<file path="src/rtl/nios_system_led_pio_blink_pkg.sv">
// rtl/nios_system_led_pio_blink_pkg.sv - register map constants for the blinking LED PIO
package nios_system_led_pio_blink_pkg;
  localparam logic [2:0] ADDR_DATA   = 3'd0;
  localparam logic [2:0] ADDR_SET    = 3'd1;
  localparam logic [2:0] ADDR_CLR    = 3'd2;
  localparam logic [2:0] ADDR_TGL    = 3'd3;
  localparam logic [2:0] ADDR_MASK   = 3'd4;
  localparam logic [2:0] ADDR_PERIOD = 3'd5;
  localparam logic [2:0] ADDR_STATUS = 3'd6;
  localparam int PHASE_BIT = 0;
endpackage

</file>
<file path="src/rtl/nios_system_led_pio_blink_if.sv">
// rtl/nios_system_led_pio_blink_if.sv - Avalon-MM slave register bus
interface nios_system_led_pio_blink_if;
  logic [2:0]  address;
  logic        chipselect;
  logic        write_n;
  logic [31:0] writedata;
  logic [31:0] readdata;

  modport master (output address, chipselect, write_n, writedata, input readdata);
  modport slave  (input address, chipselect, write_n, writedata, output readdata);
endinterface

</file>
<file path="src/rtl/nios_system_led_blink_timer.sv">
// rtl/nios_system_led_blink_timer.sv - prescaler producing the blink phase
module nios_system_led_blink_timer #(
  parameter int PERIOD_W = 26
) (
  input  logic                clk,
  input  logic                reset_n,
  input  logic [PERIOD_W-1:0] period,
  input  logic                load,
  output logic                phase
);
  logic [PERIOD_W-1:0] cnt;

  // A period load restarts the half-period and wins over a coincident wrap.
  always_ff @(posedge clk or negedge reset_n) begin
    if (!reset_n) begin
      cnt   <= '0;
      phase <= 1'b0;
    end else if (load || period == '0) begin
      cnt   <= '0;
      phase <= 1'b0;
    end else if (cnt == period - PERIOD_W'(1)) begin
      cnt   <= '0;
      phase <= ~phase;
    end else begin
      cnt <= cnt + PERIOD_W'(1);
    end
  end
endmodule

</file>
<file path="src/rtl/nios_system_led_pio_blink.sv">
// rtl/nios_system_led_pio_blink.sv - LED output PIO with atomic bit ops and hardware blink
module nios_system_led_pio_blink
  import nios_system_led_pio_blink_pkg::*;
#(
  parameter int                  WIDTH        = 9,
  parameter logic [WIDTH-1:0]    RESET_VALUE  = '0,
  parameter int                  PERIOD_W     = 26,
  parameter logic [PERIOD_W-1:0] PERIOD_RESET = PERIOD_W'(25000000)
) (
  input  logic                          clk,
  input  logic                          reset_n,
  nios_system_led_pio_blink_if.slave    bus,
  output logic [WIDTH-1:0]              out_port
);
  logic [WIDTH-1:0]    data;
  logic [WIDTH-1:0]    mask;
  logic [PERIOD_W-1:0] period;
  logic                phase;
  logic                wr_en;
  logic [WIDTH-1:0]    wd;
  logic [31:0]         rd;
  logic                unused_wd;

  assign wr_en     = bus.chipselect && !bus.write_n;
  assign wd        = bus.writedata[WIDTH-1:0];
  assign unused_wd = &{1'b0, bus.writedata};

  always_ff @(posedge clk or negedge reset_n) begin
    if (!reset_n) begin
      data   <= RESET_VALUE;
      mask   <= '0;
      period <= PERIOD_RESET;
    end else if (wr_en) begin
      case (bus.address)
        ADDR_DATA:   data   <= wd;
        ADDR_SET:    data   <= data | wd;
        ADDR_CLR:    data   <= data & ~wd;
        ADDR_TGL:    data   <= data ^ wd;
        ADDR_MASK:   mask   <= wd;
        ADDR_PERIOD: period <= bus.writedata[PERIOD_W-1:0];
        default: ;
      endcase
    end
  end

  nios_system_led_blink_timer #(.PERIOD_W(PERIOD_W)) u_timer (
    .clk     (clk),
    .reset_n (reset_n),
    .period  (period),
    .load    (wr_en && bus.address == ADDR_PERIOD),
    .phase   (phase)
  );

  // DATA reads back the stored value, not the blinked drive.
  always_comb begin
    rd = '0;
    case (bus.address)
      ADDR_DATA:   rd[WIDTH-1:0]    = data;
      ADDR_MASK:   rd[WIDTH-1:0]    = mask;
      ADDR_PERIOD: rd[PERIOD_W-1:0] = period;
      ADDR_STATUS: rd[PHASE_BIT]    = phase;
      default:     rd = '0;
    endcase
  end

  assign bus.readdata = rd;
  assign out_port     = data ^ (mask & {WIDTH{phase}});
endmodule

</file>
<file path="src/flat_wrapper.sv">
// flat-port wrapper written by rule: the top's interface ports become plain ports
module nios_system_led_pio_blink_flat import nios_system_led_pio_blink_pkg::*;
#(
  parameter int                  WIDTH        = 9,
  parameter logic [WIDTH-1:0]    RESET_VALUE  = '0,
  parameter int                  PERIOD_W     = 26,
  parameter logic [PERIOD_W-1:0] PERIOD_RESET = PERIOD_W'(25000000)
)
  (clk, reset_n, out_port, bus_address, bus_chipselect, bus_write_n, bus_writedata, bus_readdata);
  nios_system_led_pio_blink_if bus_i ();
  input  logic clk;
  input  logic reset_n;
  output logic [WIDTH-1:0] out_port;
  input wire logic [$bits(bus_i.address)-1:0] bus_address;
  input wire logic [$bits(bus_i.chipselect)-1:0] bus_chipselect;
  input wire logic [$bits(bus_i.write_n)-1:0] bus_write_n;
  input wire logic [$bits(bus_i.writedata)-1:0] bus_writedata;
  output wire logic [$bits(bus_i.readdata)-1:0] bus_readdata;
  assign bus_i.address = bus_address;
  assign bus_i.chipselect = bus_chipselect;
  assign bus_i.write_n = bus_write_n;
  assign bus_i.writedata = bus_writedata;
  assign bus_readdata = bus_i.readdata;
  nios_system_led_pio_blink #(.WIDTH(WIDTH), .RESET_VALUE(RESET_VALUE), .PERIOD_W(PERIOD_W), .PERIOD_RESET(PERIOD_RESET)) u_core (.clk(clk), .reset_n(reset_n), .bus(bus_i), .out_port(out_port));
endmodule
</file>
<file path="config.mk">
export PLATFORM = sky130hd
export DESIGN_NAME = nios_system_led_pio_blink_flat
export DESIGN_NICKNAME = d
export VERILOG_FILES = /design/src/rtl/nios_system_led_pio_blink_pkg.sv /design/src/rtl/nios_system_led_pio_blink_if.sv /design/src/rtl/nios_system_led_blink_timer.sv /design/src/rtl/nios_system_led_pio_blink.sv /design/src/flat_wrapper.sv
export SDC_FILE = /design/constraint.sdc
export NUM_CORES = 1
export LEC_CHECK = 0
export ABC_AREA = 1
export ABC_CLOCK_PERIOD_IN_PS = 3600
export BUFFER_PORTS_ARGS = -buffer_cell sky130_fd_sc_hd__buf_2
export CAP_MARGIN = 20
export CORE_ASPECT_RATIO = 0.7
export CORE_MARGIN = 10
export CORE_UTILIZATION = 52
export DETAILED_ROUTE_END_ITERATION = 10
export PLACE_DENSITY = 0.72
export SYNTH_ARGS = -nofsm -noshare
export SYNTH_HDL_FRONTEND = slang
export SYNTH_SLANG_ARGS = --single-unit
</file>
<file path="constraint.sdc">
create_clock -name clk -period 3.6 [get_ports clk]
set_input_delay 0.54 -clock clk [delete_from_list [all_inputs] [get_ports clk]]
set_output_delay 0.54 -clock clk [all_outputs]
set_load 0.01 [all_outputs]
</file>
==> summary.md <==
| Metric | Value |
|---|---|
| Result of the run | `completed` |
| Worst VDD drop | `0.261 mV` |
| Final estimated routing congestion in global placement | `0.902` |
| Tightest slew margin relative to the limit | `30.8%` |
| Share of flip-flops with an asynchronous set or reset | `100%` |
| Chip Height | `103 µm` |
| Initial detailed-routing violation count | `354` |
| Via density per instance | `5.29` |
| EDFF count, synth | `0` |
| Number of max-capacitance violations reported | `0` |
| Max Freq | `388 MHz` |
| Slowest CP cell | `sky130_fd_sc_hd__clkinv_1` |
| Finish-stage setup viols | `0` |
| Worst Max-Slew Pin Slew | `1.03 ns` |
| Tot GR Track Use | `19.4%` |
| Static Leak | `2.74 nW` |
| Series of cell instances along the critical path | `buf_2, nor2_1, inv_1, nor2_1, clkinv_1, o22ai_1, a21oi_1, o31ai_1, buf_2` |
| Source-to-sink clock delay at the later pin of the worst-skew pair | `0.33 ns` |
| Final critical delay including setup and external delays | `2.58 ns` |
| Class of the most critical hold timing path | `input pin to asynchronous set/reset pin` |
| Number of remaining DRC errors | `0` |
| CTS tree | `yes` |
| Clock network fraction of total power | `33.0%` |
| Total setup buffers inserted after CTS | `0` |
| Internal power | `1.94 mW` |
| Proportion of netlist area held by the largest area contributor | `29.2%` |
| Buffer depth of the longest clock path | `2` |
| Largest area contributor in the netlist | `sky130_fd_sc_hd__dfrtp_1` |
| Sequential Power Share | `39.5%` |
| Total number of vias | `4703` |
| Power spent charging and discharging nets | `1.01 mW` |
| Avg WL per Cell | `15.2 µm` |
| Total I/O pin count | `80` |
| DPL Wire Length | `10600 µm` |
| Fraction of final layout cells with drive strength greater than 1 | `17.7%` |
| Final clock period utilization by the worst path | `71.6%` |
| Count of pins over their slew limit | `0` |
| WL final | `13500 µm` |
| Warnings, synthesis | `0` |
| GRT Residual Overflow | `0` |
| Final count of hold timing violations | `0` |
| Share of total power in combinational logic | `27.5%` |
| Syn Area/Cell | `7.34 µm²` |
| Worst-case hold slack | `0.246 ns` |
| Wire length of the first global-routing pass | `22000 µm` |
| RSZ-0062 raised after global routing | `no` |
| TNS Setup | `0 ns` |
| Root buffer cell | `sky130_fd_sc_hd__clkbuf_16` |
| Total clock sinks | `71` |
| Power per Cell Area | `508 nW/µm²` |
| Cts bufs inserted | `9` |
| Number of iterations in the first detailed-routing pass | `6` |
| Final antenna-violating net count | `0` |
| Main flop type after synthesis | `sky130_fd_sc_hd__dfrtp_1` |
| Register area share after synthesis | `35.4%` |
| Maximum fanout along the worst path | `12` |
| Starting utilization of the core area | `52.8%` |
| Number of library cell types mapped by synthesis | `43` |
| Clock-pin slew reported for the worst setup and hold paths after clock tree synthesis | `0.06 ns` |
| Post-layout worst setup margin | `1.02 ns` |
| Register bit count reported by yosys | `71` |
| Post-layout total power | `2.95 mW` |
| Initial antenna violation count | `0` |
| Standard-cell row count | `30` |
| Critical Path AT | `2.04 ns` |
| CP max stage delay | `0.28 ns` |
| Nature of the critical path startpoint | `input pin` |
| Core ar. | `9570 µm²` |
| Via count of the first global-routing pass | `4440` |
| Clock skew | `0.00551 ns` |
| Switching power as a share of total power | `34.3%` |
| Synthesis-to-finish area growth | `14.8%` |
| Critical path type | `input pin to primary output` |
| Critical path data required time | `3.06 ns` |
| Worst slack at placement | `1.05 ns` |
| Width of the die | `138 µm` |
| Total standard cell area after synthesis | `5060 µm²` |
| Nets | `815` |
| Post-CTS Hold Buffers | `0` |
| Die Footprint | `14100 µm²` |
| Main area contributors after synthesis | `sky130_fd_sc_hd__dfrtp_1, sky130_fd_sc_hd__nand2_1, sky130_fd_sc_hd__nor2_1` |
| Crit. End Element | `primary output` |
| # diodes | `0` |
| CTS HTree Levels | `3` |
| Post-synthesis cell count | `689` |
| Maximum number of pins on one net before global-route repair | `53` |
| Port buffer count | `67` |
| Count of instances resized after the clock tree is built | `0` |
==> power by group through the flow <==
stage / clock (mW) / sequential, mW / combinational (mW)
2_1_floorplan: 0 / 1.10 / 0.610
3_3_place_gp: 0 / 1.16 / 0.776
3_5_place_dp: 0 / 1.17 / 0.805
4_1_cts: 0.988 / 1.16 / 0.815
5_1_grt: 1.03 / 1.18 / 0.927
6_report: 0.974 / 1.16 / 0.813
==> synthesized netlist by cell type (all sizes together) (6+ instances only) <==
master,number
nand2,156
nor2,125
inv,90
dfrtp,59
o21ai,55
xor2,37
nand3,33
ha,20
xnor2,14
nand4,13
buf,12
dfstp,12
o221ai,10
o22ai,9
clkbuf,8
a21oi,6
==> through the flow <==
step / utilization, % / instances / cell area (µm²)
after floorplan: - / 694 / 5080
after global placement: 57.3 / 873 / 5480
after detailed placement: 57.3 / 873 / 5480
after CTS: 60.7 / 889 / 5810
after global routing: 60.7 / 889 / 5810
final: 60.7 / 889 / 5810
==> logic make-up after synthesis <==
logic type	after synthesis	synth area share, %
XOR/XNOR	52	9.28
buffers and inverters	111	9.28
flip-flops	71	35.4
other	1	0.0741
AO/OA/AOI/OAI	95	11.4
AND/OR/NAND/NOR	339	29.6
adder cells (fa/ha/maj)	20	4.95
==> worst paths after layout <==
path	slack [ns]	depth (start not counted)	startpoint	end
setup / recovery	1.02	9	bus_address[1]	bus_readdata[0]
hold / removal	0.25	2	reset_n	u_core.period[17]
setup reg to reg	1.18	15	u_core.period[0]	u_core.u_timer.cnt[20]
hold reg to reg	0.55	2	u_core.period[19]	u_core.period[19]
max in group asynchronous	2.99	2	reset_n	u_core.period[21]
min in group clk	0.41	3	bus_writedata[22]	u_core.period[22]
==> registers in the layout, indices dropped and copies added (netlist names) <==
signal,cells
u_core.period,26
u_core.u_timer.cnt,26
u_core.mask,9
u_core.data,9
u_core.u_timer.phase,1
==> placed cells by master, fill, tap and decap left out, drive strengths merged <==
cell type	netlist	layout
nand3	33	33
nor2	125	125
clkinv	1	2
xnor2	14	14
dfstp	12	12
clkbuf	8	13
o22ai	9	9
a32oi	2	2
nor4	2	2
nand2	156	156
nor3	5	5
o21ai	55	55
dfrtp	59	59
a311oi	3	3
nand4	13	13
a211oi	4	4
conb	1	6
a41oi	1	1
o31ai	1	1
buf	12	71
inv	90	90
xnor3	1	1
nand3b	4	4
a21oi	6	6
nor3b	1	1
xor2	37	37
o21bai	3	3
ha	20	20
a31o	1	1
o221ai	10	10
bufinv	0	2
==> final cells by class <==
type | instances | area (µm²)
Clock buffer | 13 | 260
Clock inverter | 3 | 65.1
Fill cell | 873 | 3760
Inverter | 91 | 342
Multi-Input combinational cell | 512 | 2820
Sequential cell | 71 | 1790
Tap cell | 128 | 160
Timing Repair Buffer | 71 | 365
==> per-layer routing <==
metal	vias up	GRT usage (%)	wire, µm
met2	158	28.7	5520
met4	0	3.92	127
met3	19	4.63	1220
met5	-	0	0
li1	2338	-	-
met1	2188	28.3	6650
==> critical path: cells and delay by family <==
| family | cells | cell delay (ns) |
|---|---|---|
| buffers and inverters | 4 | 0.82 |
| AOI/OAI and AO/OA | 3 | 0.36 |
| and+or+nand+nor | 2 | 0.31 |
Note: power is estimated with default switching activity, not from simulation.
